==> src/rtl/axis_pkt_gen_if.sv <==
// ============================================================================
// Module   : axis_pkt_gen_if
// Purpose  : AXI-Stream bus bundle between axis_pkt_gen and its sink.
// Revision : 1.0 - initial release
// ============================================================================
`default_nettype none

interface axis_pkt_gen_if #(
  parameter int DATA_W = 32,
  parameter int KEEP_W = DATA_W / 8
);
  logic              tvalid;
  logic              tready;
  logic [DATA_W-1:0] tdata;
  logic [KEEP_W-1:0] tkeep;
  logic              tlast;
  logic              tuser;

  modport master (output tvalid, tdata, tkeep, tlast, tuser, input tready);
  modport slave  (input tvalid, tdata, tkeep, tlast, tuser, output tready);
endinterface

`default_nettype wire

==> src/rtl/axis_pkt_gen.sv <==
// ============================================================================
// Module   : axis_pkt_gen
// Purpose  : AXI-Stream packet generator with incrementing data and idle gaps.
//            Optional abort input enabled by AXIS_PKT_GEN_ABORT_EN.
// Revision : 1.0 - initial release
// ============================================================================
`default_nettype none

module axis_pkt_gen #(
  parameter int DATA_W = 32,
  parameter int KEEP_W = DATA_W / 8,
  parameter int LEN_W  = 16,
  parameter int GAP_W  = 8
) (
  input  wire logic              aclk,
  input  wire logic              areset,
  input  wire logic              start,
  input  wire logic [LEN_W-1:0]  pkt_len_bytes,
  input  wire logic [15:0]       pkt_count,
  input  wire logic [GAP_W-1:0]  gap_cycles,
  input  wire logic [DATA_W-1:0] seed,
`ifdef AXIS_PKT_GEN_ABORT_EN
  input  wire logic              abort,
`endif
  output logic                   busy,
  output logic                   done,
  output logic [15:0]            pkts_sent,
  axis_pkt_gen_if.master         m_axis
);

  localparam logic [1:0] S_IDLE = 2'd0;
  localparam logic [1:0] S_SEND = 2'd1;
  localparam logic [1:0] S_GAP  = 2'd2;
  localparam logic [1:0] S_DONE = 2'd3;

  // Index of the final beat of a packet: ceil(len/KEEP_W) - 1.
  function automatic logic [LEN_W-1:0] last_idx_f(input logic [LEN_W-1:0] len);
    logic [LEN_W:0] beats;
    beats = ({1'b0, len} + (LEN_W+1)'(KEEP_W - 1)) / (LEN_W+1)'(KEEP_W);
    return LEN_W'(beats - (LEN_W+1)'(1));
  endfunction

  function automatic logic [KEEP_W-1:0] last_keep_f(input logic [LEN_W-1:0] len);
    logic [LEN_W-1:0]  rem;
    logic [KEEP_W-1:0] keep;
    rem  = len % LEN_W'(KEEP_W);
    keep = '1;
    if (rem != '0) begin
      for (int i = 0; i < KEEP_W; i++) keep[i] = (LEN_W'(i) < rem);
    end
    return keep;
  endfunction

  logic [1:0]        state_q,     state_d;
  logic [LEN_W-1:0]  last_idx_q,  last_idx_d;
  logic [KEEP_W-1:0] last_keep_q, last_keep_d;
  logic [15:0]       count_q,     count_d;
  logic [GAP_W-1:0]  gap_q,       gap_d;
  logic [GAP_W-1:0]  gap_cnt_q,   gap_cnt_d;
  logic [LEN_W-1:0]  beat_q,      beat_d;
  logic [15:0]       pkts_q,      pkts_d;
  logic              busy_q,      busy_d;
  logic              done_q,      done_d;
  logic              valid_q,     valid_d;
  logic [DATA_W-1:0] data_q,      data_d;
  logic [KEEP_W-1:0] keep_q,      keep_d;
  logic              last_q,      last_d;
  logic              user_q,      user_d;
  logic              load_beat;
  logic [LEN_W-1:0]  next_beat;
  logic              abort_now;

`ifdef AXIS_PKT_GEN_ABORT_EN
  // Abort is sticky for the rest of the run so a one-cycle pulse is never lost.
  logic abort_q, abort_d;

  always_comb begin
    abort_d = abort_q;
    if (state_q == S_IDLE) begin
      abort_d = 1'b0;
    end else if (state_q == S_SEND || state_q == S_GAP) begin
      abort_d = abort_q | abort;
    end
  end

  always_ff @(posedge aclk or posedge areset) begin
    if (areset) abort_q <= 1'b0;
    else        abort_q <= abort_d;
  end

  assign abort_now = abort_q | abort;
`else
  assign abort_now = 1'b0;
`endif

  always_comb begin
    state_d     = state_q;
    last_idx_d  = last_idx_q;
    last_keep_d = last_keep_q;
    count_d     = count_q;
    gap_d       = gap_q;
    gap_cnt_d   = gap_cnt_q;
    beat_d      = beat_q;
    pkts_d      = pkts_q;
    busy_d      = busy_q;
    done_d      = 1'b0;
    valid_d     = valid_q;
    data_d      = data_q;
    keep_d      = keep_q;
    last_d      = last_q;
    user_d      = user_q;
    load_beat   = 1'b0;
    next_beat   = '0;

    case (state_q)
      S_IDLE: begin
        if (start) begin
          pkts_d = '0;
          if (pkt_len_bytes != '0 && pkt_count != '0) begin
            last_idx_d  = last_idx_f(pkt_len_bytes);
            last_keep_d = last_keep_f(pkt_len_bytes);
            count_d     = pkt_count;
            gap_d       = gap_cycles;
            data_d      = seed;
            busy_d      = 1'b1;
            load_beat   = 1'b1;
            state_d     = S_SEND;
          end else begin
            done_d  = 1'b1;
            state_d = S_DONE;
          end
        end
      end

      S_SEND: begin
        if (valid_q && m_axis.tready) begin
          data_d = data_q + DATA_W'(1);
          if (last_q) begin
            pkts_d = pkts_q + 16'd1;
            if (pkts_q + 16'd1 == count_q || abort_now) begin
              valid_d = 1'b0;
              last_d  = 1'b0;
              user_d  = 1'b0;
              busy_d  = 1'b0;
              done_d  = 1'b1;
              state_d = S_DONE;
            end else if (gap_q == '0) begin
              load_beat = 1'b1;
            end else begin
              valid_d   = 1'b0;
              last_d    = 1'b0;
              user_d    = 1'b0;
              gap_cnt_d = '0;
              state_d   = S_GAP;
            end
          end else begin
            load_beat = 1'b1;
            next_beat = beat_q + LEN_W'(1);
          end
        end
      end

      S_GAP: begin
        if (abort_now) begin
          busy_d  = 1'b0;
          done_d  = 1'b1;
          state_d = S_DONE;
        end else if (gap_cnt_q == gap_q - GAP_W'(1)) begin
          load_beat = 1'b1;
          state_d   = S_SEND;
        end else begin
          gap_cnt_d = gap_cnt_q + GAP_W'(1);
        end
      end

      default: begin
        state_d = S_IDLE;
      end
    endcase

    // Present beat next_beat of a packet; uses the freshly latched length in IDLE.
    if (load_beat) begin
      beat_d  = next_beat;
      valid_d = 1'b1;
      user_d  = (next_beat == '0);
      last_d  = (next_beat == last_idx_d);
      keep_d  = (next_beat == last_idx_d) ? last_keep_d : '1;
    end
  end

  always_ff @(posedge aclk or posedge areset) begin
    if (areset) begin
      state_q     <= S_IDLE;
      last_idx_q  <= '0;
      last_keep_q <= '0;
      count_q     <= '0;
      gap_q       <= '0;
      gap_cnt_q   <= '0;
      beat_q      <= '0;
      pkts_q      <= '0;
      busy_q      <= 1'b0;
      done_q      <= 1'b0;
      valid_q     <= 1'b0;
      data_q      <= '0;
      keep_q      <= '0;
      last_q      <= 1'b0;
      user_q      <= 1'b0;
    end else begin
      state_q     <= state_d;
      last_idx_q  <= last_idx_d;
      last_keep_q <= last_keep_d;
      count_q     <= count_d;
      gap_q       <= gap_d;
      gap_cnt_q   <= gap_cnt_d;
      beat_q      <= beat_d;
      pkts_q      <= pkts_d;
      busy_q      <= busy_d;
      done_q      <= done_d;
      valid_q     <= valid_d;
      data_q      <= data_d;
      keep_q      <= keep_d;
      last_q      <= last_d;
      user_q      <= user_d;
    end
  end

  assign busy          = busy_q;
  assign done          = done_q;
  assign pkts_sent     = pkts_q;
  assign m_axis.tvalid = valid_q;
  assign m_axis.tdata  = data_q;
  assign m_axis.tkeep  = keep_q;
  assign m_axis.tlast  = last_q;
  assign m_axis.tuser  = user_q;

endmodule

`default_nettype wire

==> src/flat_wrapper.sv <==
// flat-port wrapper written by rule: the top's interface ports become plain ports
module axis_pkt_gen_flat 
#(
  parameter int DATA_W = 32,
  parameter int KEEP_W = DATA_W / 8,
  parameter int LEN_W  = 16,
  parameter int GAP_W  = 8
)
  (aclk, areset, start, pkt_len_bytes, pkt_count, gap_cycles, seed, busy, done, pkts_sent, m_axis_tvalid, m_axis_tdata, m_axis_tkeep, m_axis_tlast, m_axis_tuser, m_axis_tready);
  axis_pkt_gen_if #(.DATA_W(DATA_W), .KEEP_W(KEEP_W)) m_axis_i ();
  input  wire logic aclk;
  input  wire logic areset;
  input  wire logic start;
  input  wire logic [LEN_W-1:0] pkt_len_bytes;
  input  wire logic [15:0] pkt_count;
  input  wire logic [GAP_W-1:0] gap_cycles;
  input  wire logic [DATA_W-1:0] seed;
  output logic busy;
  output logic done;
  output logic [15:0] pkts_sent;
  output wire logic [$bits(m_axis_i.tvalid)-1:0] m_axis_tvalid;
  output wire logic [$bits(m_axis_i.tdata)-1:0] m_axis_tdata;
  output wire logic [$bits(m_axis_i.tkeep)-1:0] m_axis_tkeep;
  output wire logic [$bits(m_axis_i.tlast)-1:0] m_axis_tlast;
  output wire logic [$bits(m_axis_i.tuser)-1:0] m_axis_tuser;
  input wire logic [$bits(m_axis_i.tready)-1:0] m_axis_tready;
  assign m_axis_tvalid = m_axis_i.tvalid;
  assign m_axis_tdata = m_axis_i.tdata;
  assign m_axis_tkeep = m_axis_i.tkeep;
  assign m_axis_tlast = m_axis_i.tlast;
  assign m_axis_tuser = m_axis_i.tuser;
  assign m_axis_i.tready = m_axis_tready;
  axis_pkt_gen #(.DATA_W(DATA_W), .KEEP_W(KEEP_W), .LEN_W(LEN_W), .GAP_W(GAP_W)) u_core (.aclk(aclk), .areset(areset), .start(start), .pkt_len_bytes(pkt_len_bytes), .pkt_count(pkt_count), .gap_cycles(gap_cycles), .seed(seed), .busy(busy), .done(done), .pkts_sent(pkts_sent), .m_axis(m_axis_i));
endmodule
==> config.mk <==
export PLATFORM = sky130hd
export DESIGN_NAME = axis_pkt_gen_flat
export DESIGN_NICKNAME = d
export VERILOG_FILES = /design/src/rtl/axis_pkt_gen_if.sv /design/src/rtl/axis_pkt_gen.sv /design/src/flat_wrapper.sv
export SDC_FILE = /design/constraint.sdc
export NUM_CORES = 1
export LEC_CHECK = 0
export ABC_AREA = 1
export CAP_MARGIN = 5
export CELL_PAD_IN_SITES_DETAIL_PLACEMENT = 0
export CELL_PAD_IN_SITES_GLOBAL_PLACEMENT = 2
export CORE_UTILIZATION = 33
export CTS_BUF_LIST = sky130_fd_sc_hd__clkbuf_4
export CTS_CLUSTER_SIZE = 8
export DETAILED_ROUTE_END_ITERATION = 8
export GPL_TIMING_DRIVEN = 0
export MAX_ROUTING_LAYER = met4
export PLACE_DENSITY = 0.95
export SLEW_MARGIN = 10
export SYNTH_ARGS = -nofsm -noshare
export SYNTH_HDL_FRONTEND = slang
export SYNTH_SLANG_ARGS = --single-unit
==> constraint.sdc <==
create_clock -name aclk -period 10.2 [get_ports aclk]
set_input_delay 2.04 -clock aclk [delete_from_list [all_inputs] [get_ports aclk]]
set_output_delay 2.04 -clock aclk [all_outputs]
set_load 0.1 [all_outputs]
# --- Yosys cells after proc, flatten, opt, wreduce, memory -nomap -nowiden ---
# Index checks and enable logic that the tools add are counted.
# Widths: inputs -> output; s select.
op_classes:
  magnitude_cmp: 4
  eq_ne: 16
  muxes: 64
  n_addsub: 7
  n_reduce_logical: 21
op_table:
  columns: ["operator", "count"]
  rows:
  - ["$mux 16", 9]
  - ["$mux 32", 3]
  - ["$pmux 32 s2", 1]
  - ["$reduce_bool 16->1", 3]
  - ["$mux 8", 5]
  - ["$add 16x1->16 const B", 2]
  - ["$add 32x1->32 const B", 1]
  - ["$eq 16x16->1", 2]
  - ["$pmux 16 s2", 1]
  - ["$mux 1", 28]
  - ["$mux 4", 5]
  - ["$add 16x2->17 const B", 1]
  - ["$logic_not 16->1", 1]
  - ["$pmux 8 s2", 1]
  - ["$sub 15x1->16 const B", 1]
  - ["$mux 2", 7]
  - ["$reduce_and 4->1", 3]
  - ["$reduce_and 6->1", 2]
  - ["$ne 2x1->1 const B", 5]
  - ["$reduce_bool 2->1", 5]
  - ["$add 8x1->8 const B", 1]
  - ["$eq 8x8->1", 1]
  - ["$logic_not 8->1", 1]
  - ["$ne 2x2->1 const B", 4]
  - ["15 further kinds", 19]
totals:
  regBits: 127

# --- Longest topological paths before layout ---
# Gate-level depths: netlist of the first run.
logic_depth:
  word_depth: 8
  mapped_depth: 22

# --- Worst setup path after synthesis of the first run ---
# No wires, ideal clock.
synth_path:
  path_type: "in2reg"
  from: "in pkt_len_bytes[1]"
  to: "reg u_core.keep_q[1], in the netlist u_core.m_axis.tkeep[1]"
  required_time_ps: 10073
  path_slack_ps: 6122
  path_stages: 17
  n_path_buf: 0
  arrival_time_ps: 3951
  cell_sequence: "inv_1 -> ha_1 -> xor2_1 -> ha_1 -> inv_1 -> nor2_1 -> nand3_2 -> nor2_2 -> nand2_1 -> o21ai_1 -> nand3_1 -> nand3_1 -> nand2_1 -> nor2_1 -> nand2_2 -> nor2_4 -> a21oi_1"
synth_between:
  elab_chain_cells: 7
  word_cells_on_any_way: 18
  classes_between: "add/sub: 2; order compare: 1; eq/ne: 1; mux: 11; reduce/logical: 3"
synth_rtl:
  columns: ["element", "line_no", "rtl"]
  rows:
  - ["from (decl)", "flat_wrapper.sv:14", "input wire logic [LEN_W-1:0] pkt_len_bytes;"]
  - ["$add 16x2->17 or $reduce_bool 16->1 (tied branches)", "axis_pkt_gen.sv:39, axis_pkt_gen.sv:119", null]
  - ["$sub 15x1->16 or $logic_and 1x1->1 (tied branches)", "axis_pkt_gen.sv:40, axis_pkt_gen.sv:119", null]
  - ["$mux 16", "axis_pkt_gen.sv:119", "if (pkt_len_bytes != '0 && pkt_count != '0) begin"]
  - ["$mux 16", "axis_pkt_gen.sv:117", "if (start) begin"]
  - ["$mux 16", "axis_pkt_gen.sv:115", "case (state_q)"]
  - ["$eq 16x16->1", "axis_pkt_gen.sv:187", "keep_d = (next_beat == last_idx_d) ? last_keep_d : '1;"]
  - ["$mux 4", "axis_pkt_gen.sv:187", null]
  - ["to (signal assigned)", "axis_pkt_gen.sv:221", "keep_q <= keep_d;"]
  - ["to (decl)", "axis_pkt_gen.sv:66", "logic [KEEP_W-1:0] keep_q, keep_d;"]
# Several ways; a longest one is shown, not always the timed one.
# A chain may end at the register's enable or synchronous reset.

# --- Worst setup path in the final report of the first run ---
layout_path:
  from: "in pkt_len_bytes[0]"
  to: "reg u_core.keep_q[1], in the netlist u_core.m_axis.tkeep[1]"
# The elaborated chain is that of the path after synthesis.

==> results.yml, run 1 <==
setup_path:
  endpoint_kind: "flip-flop"
  crit_path_top_delay_cell: "clkdlybuf4s50_1"
  crit_fanout: 5
  path_cells: "clkdlybuf4s50_1, inv_1, ha_1, xor2_1, ha_1, inv_1, nor2_1, nand3_2, nor2_2, nand2_1, nand2_1, nand3_1, nand3_1, nand3_1, nor2_1, nand3_1, nor2_4, a21oi_1"
  cp.arrival_ps: 5070
  critPathMaxStageDelay_ps: 520
  worst_path_most_repeated_cell: "nand3_1"
  crit_type: "input pin to flip-flop"
  required_ps: 10640
  startpoint_type: "input pin"
sta:
  final-max-slew-violation-count: 0
  min_period_ps: 4629
  rsz0062_at_grt: "false"
  period_share_pct: 45.38
  fmax_ghz: 0.2160
  finClkSkew_ps: 39.99
  relSlewSlack_pct: 30.40
  worst_pin_slew_ps: 1041
  setup_viol: 0
  fin_ws_ps: 5571
  setup_tns_ps: 0
  finalHoldViolCount: 0
synthesis:
  yosysUniqueCellTypes: 47
  synth_ff_type: "dfrtp_1"
  netlist_instances: 1306
  syn_avg_cell_area_um2: 6.760
  ys_ff_latch: 127
  netlist_area_um2: 8828
  synth-edff-count: 0
  yosysSeqAreaShare_pct: 36.00
  yosys_warnings: 0
  async_reset_ff_share_pct: 100.0
  synth_nets: 1390
drt:
  vias: 8887
  avgRoutedWirePerCell_um: 15.11
  drt-pass1-iter-count: 9
  drc: 16
  vias_per_cell: 4.918
  drtIter0Drc: 587
  drt-total-wl_um: 27300
  final_antenna_net_count: 0
clock_tree:
  cts_buffer_depth: 2
  cts.sinks: 127
  clkTransAtPathRegs_ps: 120
  htreeDepth: 4
  cts_setup_buffers: 0
  cts_hold_buf: 0
  root_buffer: "clkbuf_4"
  clk-insertion-delay-late_ps: 580
  cts_tree: "yes"
  cts_made_buffers: 17
  cts_resized: 0
power:
  power_mw: 2.988
  p_leak_nw: 4.999
  powerDensity_nw_per_um2: 274.5
  peakVddDrop_uv: 121.9
placement:
  dp_slack_ps: 4992
  dpl.cell_count: 1774
  io_buffers: 132
  post-dp-hpwl_um: 21000
  gp_congestion: 0.8727
floorplanning:
  initial_core_util_pct: 33.78
  io_pins: 133
  coreArea_um2: 26130
  die_h_um: 165.6
  die-width_um: 165.6
  die-area_um2: 27410
  rows: 59
layout:
  finalNonFillerCells: 1807
  area_growth_pct: 23.27
  final_nets: 1542
  fin_util_pct: 41.65
  layout-drive-gt1-share_pct: 7.070
global_routing:
  grtUsageTotal_pct: 21.37
  grt_first_pass_wirelength_um: 44220
  grt_pass1_vias: 8654
  grt_max_degree: 71
  overflow: 0
  antenna_found_initial: 1
run:
  cap_violations: 0
run_status:
  violations: "DRC"
  run_status: "finished, violations left"
min_path:
  min_path_type: "flip-flop to flip-flop"
-- cell type report --
type | count | area, um2
tap | 335 | 419.2
buffer | 34 | 147.6
timing repair buffer | 133 | 1349
fill | 2796 | 15250
clock inverter | 15 | 151.4
inverter | 186 | 708.2
antenna | 1 | 2.502
sequential | 127 | 3178
clock buffer | 17 | 127.6
multi-input combinational | 959 | 4800
-- routing by layer --
metal  wire length (um)  global-route usage [%]  part of all wire (%)  vias to the layer above
met5                  0                       -                     0                        -
met4                395                   5.000                   1.4                        0
met3               1101                   3.472                   4.0                       25
met2              12780                   34.20                    47                      161
met1              13010                   28.15                    48                     4168
li1                   -                       -                     -                     4533
-- synthesized netlist by cell type, drive strengths merged, types with 8 or more instances --
master	instances	share of area, %
nand3	121	7.3
nor3	20	1.3
inv	184	7.9
nand2	370	16
clkbuf	26	1.1
o22ai	20	1.4
ha	8	1.1
xnor2	14	1.4
nand4	44	3.1
nor2	159	7.8
o21ai	106	6.1
a21oi	11	0.62
nor4	12	0.85
dfrtp	127	36
buf	8	0.57
or2	11	0.78
xor2	28	2.8
-- registers in the layout (all words and copies together), names as in the netlist, 2 cells and up --
register             flops
u_core.m_axis.tdata     32
u_core.m_axis.tkeep      4
u_core.beat_q           16
u_core.gap_cnt_q         8
u_core.last_idx_q       16
u_core.count_q          16
u_core.state_q           2
u_core.last_keep_q       4
u_core.gap_q             8
u_core.pkts_sent        16
-- power breakdown --
part | total (mW) | switching (mW) | internal (mW)
Clock | 0.369 | 0.240 | 0.128
Combinational | 1.76 | 1.26 | 0.497
Sequential | 0.861 | 0.179 | 0.682
Total | 2.99 | 1.68 | 1.31
-- critical path: cells and delay by family --
kind / cells / cell delay, ps
xor+xnor: 1 / 290
simple gates: 11 / 1480
compound gates: 1 / 90
buf+inv: 3 / 650
fa+ha+maj: 2 / 520
-- layout by cell type, fill, tap and decap left out, types with 20 or more instances in the layout --
cell type,count
nand2_1,359
nand3_1,114
o22ai_1,20
nor2_1,134
o21ai_0,100
nand4_1,44
clkbuf_1,26
nor2_2,20
xor2_1,28
dfrtp_1,127
inv_1,178
clkdlybuf4s50_1,132
-- metrics by stage --
| stage | hold slack [ps] | cell area [um2] |
|---|---|---|
| 3_3_place_gp | 445.7 | 10570 |
| 3_5_place_dp | 450.1 | 10600 |
| 2_1_floorplan | 429.8 | 8828 |
| 4_1_cts | 481.4 | 10880 |
| 6_report | 476.7 | 10880 |
| 5_1_grt | 503.7 | 10880 |
-- worst paths after layout --
kind / start / to / slack (ps) / depth (start not counted)
hold / removal: u_core.last_keep_q[0] / u_core.last_keep_q[0] / 480 / 2
max in group asynchronous: areset / u_core.last_keep_q[1] / 7520 / 3
setup reg to reg: u_core.pkts_sent[0] / u_core.m_axis.tkeep[1] / 7400 / 19
min in group asynchronous: areset / u_core.m_axis.tdata[15] / 1890 / 2
setup / recovery: pkt_len_bytes[0] / u_core.m_axis.tkeep[1] / 5570 / 18
hold reg to reg: u_core.last_keep_q[0] / u_core.last_keep_q[0] / 480 / 2
-- kinds of logic after synthesis --
group / Yosys count / synth area share [%]
AO/OA/AOI/OAI: 159 / 10.05
XOR/XNOR: 47 / 5.471
adder cells (fa/ha/maj): 8 / 1.134
buffers and inverters: 220 / 9.637
flip-flops: 127 / 36.00
AND/OR/NAND/NOR: 745 / 37.71
(Power assumes the default switching activity.)
==> run 2, diff against run 1 <==
--- a/config.mk
+++ b/config.mk
@@ -9,13 +9,13 @@
 export CAP_MARGIN = 5
 export CELL_PAD_IN_SITES_DETAIL_PLACEMENT = 0
 export CELL_PAD_IN_SITES_GLOBAL_PLACEMENT = 2
-export CORE_UTILIZATION = 33
+export CORE_UTILIZATION = 31
 export CTS_BUF_LIST = sky130_fd_sc_hd__clkbuf_4
 export CTS_CLUSTER_SIZE = 8
 export DETAILED_ROUTE_END_ITERATION = 8
 export GPL_TIMING_DRIVEN = 0
 export MAX_ROUTING_LAYER = met4
-export PLACE_DENSITY = 0.95
+export PLACE_DENSITY = 0.91
 export SLEW_MARGIN = 10
 export SYNTH_ARGS = -nofsm -noshare
 export SYNTH_HDL_FRONTEND = slang
==> constraint.sdc (replaced) <==
create_clock -name aclk -period 4.6 [get_ports aclk]
set_input_delay 0.92 -clock aclk [delete_from_list [all_inputs] [get_ports aclk]]
set_output_delay 0.92 -clock aclk [all_outputs]
set_load 0.1 [all_outputs]
==> run 2 against run 1 <==
  * Critical endpoint is now u_core.m_axis.tkeep[0]
  * Combinational power increased by 120%
  * Register-to-register slack got worse by 5600 ps
  * Non-clock buffer count is the same
  * Setup slack worse by 4500 ps
  * Highest routed layer unchanged
  * Sequential share of layout area fell by 0.15 points
  * Critical path type unchanged
  * The run now ends clean
==> results.yml, run 2 (same netlist as run 1, synthesis figures left out) <==
placement:
  io_buffers: 132
  dpl.cell_count: 1817
  place_area_um2: 10660
  gp_congestion: 0.8480
  post-dp-hpwl_um: 21200
floorplanning:
  die-area_um2: 29160
  die_h_um: 170.8
  rows: 61
  coreArea_um2: 27930
  io_pins: 133
  die-width_um: 170.8
  initial_core_util_pct: 31.60
clock_tree:
  cts_buffer_depth: 2
  cts_hold_buf: 0
  root_buffer: "clkbuf_4"
  cts.sinks: 127
  clk-insertion-delay-late_ps: 570
  htreeDepth: 4
  cts_resized: 0
  cts_tree: "yes"
  cts_setup_buffers: 0
  clkTransAtPathRegs_ps: 120
  cts_made_buffers: 17
layout:
  layout-drive-gt1-share_pct: 6.934
  final_cell_mix: "nand2_1 (359), inv_1 (178), nor2_1 (134), clkdlybuf4s50_1 (132), dfrtp_1 (127)"
  largest_reg_flops: 32
  fin_util_pct: 39.17
  final_nets: 1542
  fin_area_um2: 10940
  layout_commonest_cell: "nand2_1"
  area_growth_pct: 23.92
  finalNonFillerCells: 1850
sta:
  worst_pin_slew_ps: 1033
  final-max-slew-violation-count: 0
  setup_viol: 0
  finalHoldViolCount: 0
  fmax_ghz: 0.2861
  finClkSkew_ps: 26.37
  min_period_ps: 3495
  setup_tns_ps: 0
  relSlewSlack_pct: 30.92
  period_share_pct: 75.97
  rsz0062_at_grt: "false"
setup_path:
  crit_type: "input pin to flip-flop"
  critPathMaxStageDelay_ps: 530
  crit_fanout: 5
  startpoint_type: "input pin"
  path_cells: "clkdlybuf4s50_1, inv_1, ha_1, xor2_1, ha_1, inv_1, nor2_1, nand3_2, nor2_2, nand2_1, nand2_1, nand3_1, nand3_1, nand3_1, nor2_1, nand3_1, nor2_4, a21oi_1"
  worst_path_most_repeated_cell: "nand3_1"
  crit_path_top_delay_cell: "clkdlybuf4s50_1"
  cp.arrival_ps: 3940
  required_ps: 5040
  endpoint_kind: "flip-flop"
global_routing:
  grt_first_pass_wirelength_um: 45170
  grt_max_degree: 93
  grt_pass1_vias: 8722
  grtUsageTotal_pct: 20.47
  antenna_found_initial: 1
  overflow: 0
drt:
  vias_per_cell: 4.783
  drc: 0
  drt-pass1-iter-count: 7
  drtIter0Drc: 490
  drt-total-wl_um: 27770
  vias: 8849
  avgRoutedWirePerCell_um: 15.01
  final_antenna_net_count: 0
power:
  p_leak_nw: 5.012
  peakVddDrop_uv: 328.9
  powerDensity_nw_per_um2: 605.0
run:
  cap_violations: 0
min_path:
  min_path_type: "flip-flop to flip-flop"
run_status:
  run_status: "finished clean"
run 2: cell types whose count changed in the layout (fill, tap and decap cells not counted):
cell        previous run  this run
clkinvlp_4             4         1
clkbuf_4              17        19
clkinv_1               2         4
inv_6                  6         4
inv_8                  3         1
bufinv_16              1         2
clkinv_2               1         2
clkinv_4               2         3
run 2: layout make-up:
class                      count  area (um2)
timing repair buffer         133        1349
clock inverter                13       137.6
multi-input combinational    959        4800
buffer                        34       147.6
clock buffer                  19       142.6
antenna                        1       2.502
inverter                     186       710.7
fill                        3049       16990
sequential                   127        3178
tap                          378       473.0
run 2: per-stage QoR:
step,setup WS (ps),hold WS [ps],total power [mW]
2_1_floorplan,295.7,429.8,4.741
3_3_place_gp,-2210,447.3,5.810
3_5_place_dp,452.9,450.8,5.832
4_1_cts,1079,482.0,6.676
5_1_grt,792.6,527.2,7.130
6_report,1105,475.9,6.619
run 2: final timing paths:
path | start | endpoint | slack (ps) | depth (start not counted)
setup reg to reg | u_core.pkts_sent[0] | u_core.m_axis.tkeep[0] | 1820 | 19
setup / recovery | pkt_len_bytes[0] | u_core.m_axis.tkeep[0] | 1110 | 18
hold reg to reg | u_core.last_keep_q[0] | u_core.last_keep_q[0] | 480 | 2
min in group asynchronous | areset | u_core.m_axis.tdata[15] | 700 | 2
hold / removal | u_core.last_keep_q[0] | u_core.last_keep_q[0] | 480 | 2
max in group asynchronous | areset | u_core.last_idx_q[9] | 3100 | 3
run 2: where the power goes:
group          internal (mW)  total (mW)  leakage [nW]  switching [mW]
clock network          0.336       0.819         0.153           0.483
registers               1.51        1.91          1.58           0.395
logic                   1.10        3.89          3.28            2.79
total                   2.95        6.62          5.01            3.67
run 2: critical path, delay by kind of cell:
| family | cells | cell delay, ps |
|---|---|---|
| AND/OR/NAND/NOR | 11 | 1450 |
| buffers and inverters | 3 | 650 |
| adder cells (fa/ha/maj) | 2 | 510 |
| XOR/XNOR | 1 | 290 |
| AO/OA/AOI/OAI | 1 | 100 |
run 2: routing by layer:
| metal | GRT usage [%] | share of wire [%] |
|---|---|---|
| met1 | 27.11 | 49 |
| met2 | 32.58 | 46 |
| met3 | 3.447 | 3.1 |
| met5 | - | 0 |
| met4 | 4.583 | 1.2 |
==> run 3, diff against run 2 <==
==> constraint.sdc (replaced) <==
create_clock -name aclk -period 3.54 [get_ports aclk]
set_input_delay 0.708 -clock aclk [delete_from_list [all_inputs] [get_ports aclk]]
set_output_delay 0.708 -clock aclk [all_outputs]
set_load 0.1 [all_outputs]
==> run 3 against run 2 <==
  * Sequential cell count unchanged
  * Clock skew increased by 15 ps
  * Hold slack improved by 3.5 ps
  * Combinational power increased by 30%
  * Critical endpoint is now u_core.gap_q[6]
==> results.yml, run 3 (same netlist as run 1, synthesis figures left out) <==
run_status:
  run_status: "finished clean"
clock_tree:
  clk-insertion-delay-late_ps: 600
  cts_hold_buf: 0
  cts_resized: 0
  cts_tree: "yes"
  cts_made_buffers: 17
  root_buffer: "clkbuf_4"
  cts_buffer_depth: 2
  cts_setup_buffers: 0
  cts.sinks: 127
  clkTransAtPathRegs_ps: 170
  htreeDepth: 4
floorplanning:
  rows: 61
  initial_core_util_pct: 31.60
  coreArea_um2: 27930
  die-area_um2: 29160
  die_h_um: 170.8
  die-width_um: 170.8
  io_pins: 133
drt:
  drt-pass1-iter-count: 4
  vias: 8853
  vias_per_cell: 4.775
  final_antenna_net_count: 0
  drt-total-wl_um: 27860
  drc: 0
  avgRoutedWirePerCell_um: 15.03
  drtIter0Drc: 544
sta:
  setup_tns_ps: 0
  period_share_pct: 90.07
  finalHoldViolCount: 0
  final-max-slew-violation-count: 0
  worst_pin_slew_ps: 1030
  fmax_ghz: 0.3136
  setup_viol: 0
  finClkSkew_ps: 40.98
  min_period_ps: 3188
  whs_ps: 479.4
  rsz0062_at_grt: "false"
  relSlewSlack_pct: 31.10
layout:
  fill_cells: 3026
  area_growth_pct: 24.60
  layout_commonest_cell: "nand2_1"
  fin_util_pct: 39.38
  layout-drive-gt1-share_pct: 7.259
  final_nets: 1545
  fin_area_um2: 11000
  final_cell_mix: "nand2_1 (359), inv_1 (178), nor2_1 (134), clkdlybuf4s50_1 (132), dfrtp_1 (127)"
  finalNonFillerCells: 1854
  largest_reg_flops: 32
power:
  power_frac_comb_pct: 58.9
  peakVddDrop_uv: 359.7
  p_leak_nw: 5.023
  p_int_mw: 3.772
  switching_share_pct: 56.21
  p_seq_share_pct: 28.8
  powerDensity_nw_per_um2: 783.1
  power.switching_mw: 4.842
  power_frac_clock_pct: 12.3
setup_path:
  critPathMaxStageDelay_ps: 520
  crit_path_top_delay_cell: "clkdlybuf4s50_1"
  startpoint_type: "input pin"
  r2r_slack_ps: 720
  reg2reg_depth: 19
  path_cells: "clkdlybuf4s50_1, inv_1, ha_1, nand3_1, nor2_1, nand2_1, nand2_1, nor2_2, buf_2, buf_2, clkbuf_1, nand2_1, nand2_1"
  critical_path_buf_inv_count: 5
  rr_endpoint: "u_core.m_axis.tkeep[0]"
  crit_type: "input pin to flip-flop"
  endpoint_kind: "flip-flop"
  required_ps: 4060
  cp.arrival_ps: 3710
  worst_path_most_repeated_cell: "nand2_1"
  crit_fanout: 10
  critical_path.top_delay_family: "buffers and inverters"
  r2r_start: "u_core.pkts_sent[0]"
run:
  cap_violations: 0
placement:
  io_buffers: 132
  dpl.cell_count: 1820
  post-dp-hpwl_um: 21570
  place_area_um2: 10710
  gp_congestion: 0.8612
global_routing:
  grt_pass1_vias: 8653
  grt_max_degree: 36
  grt_first_pass_wirelength_um: 45290
  antenna_found_initial: 2
  overflow: 0
  grtUsageTotal_pct: 20.59
min_path:
  min_path_type: "input pin to asynchronous set/reset pin"
==> run 3: how the worst max path moves through the flow <==
stage / slack (ps) / startpoint / endpoint / cells after the start
after floorplan: 540 / u_core.m_axis.tdata[0] / u_core.m_axis.tdata[24] / 13
after global placement: -330 / pkt_len_bytes[0] / u_core.m_axis.tkeep[1] / 18
after detailed placement: -380 / pkt_len_bytes[0] / u_core.m_axis.tkeep[0] / 18
after CTS: 250 / pkt_len_bytes[0] / u_core.m_axis.tkeep[0] / 18
after global routing: 40 / pkt_len_bytes[0] / u_core.m_axis.tkeep[0] / 18
final: 350 / pkt_len_bytes[0] / u_core.gap_q[6] / 13
==> run 3: worst reg2reg max path, delay by kind of cell (launching register included) <==
| family | cells | cell delay (ps) |
|---|---|---|
| flip-flops | 1 | 490 |
| AO/OA/AOI/OAI | 1 | 100 |
| adder cells (fa/ha/maj) | 1 | 270 |
| buffers and inverters | 2 | 270 |
| AND/OR/NAND/NOR | 15 | 1560 |
==> run 3: routing by layer <==
layer / routed length [um] / up-vias / GRT usage, %
li1: - / 4541 / -
met1: 13640 / 4161 / 27.59
met2: 12970 / 132 / 32.69
met3: 933 / 19 / 2.961
met4: 307 / 0 / 4.779
met5: 0 / - / -
==> run 3: power groups by stage <==
stage	Combinational (mW)	Clock, mW	Sequential (mW)
final	5.07	1.06	2.48
after detailed placement	5.08	0	2.51
after global routing	5.56	1.16	2.56
after floorplan	2.27	0	3.89
after global placement	5.05	0	2.50
after CTS	5.10	1.10	2.48
==> run 3: metrics by stage <==
| stage | setup WS (ps) | power (mW) |
|---|---|---|
| finish | 351.7 | 8.614 |
| global route | 37.73 | 9.278 |
| CTS | 254.3 | 8.684 |
| detailed placement | -375.1 | 7.589 |
| global placement | -325.6 | 7.549 |
| floorplan | 543.4 | 6.161 |
==> run 3: area by class of cell <==
type	instances	area, um2	share of cell area (%)
timing repair buffer	136	1409	12.81
tap	378	473.0	4.299
multi-input combinational	959	4807	43.70
antenna	2	5.005	0.04550
sequential	127	3178	28.89
clock buffer	17	127.6	1.160
inverter	186	706.9	6.426
clock inverter	15	146.4	1.331
buffer	34	147.6	1.342
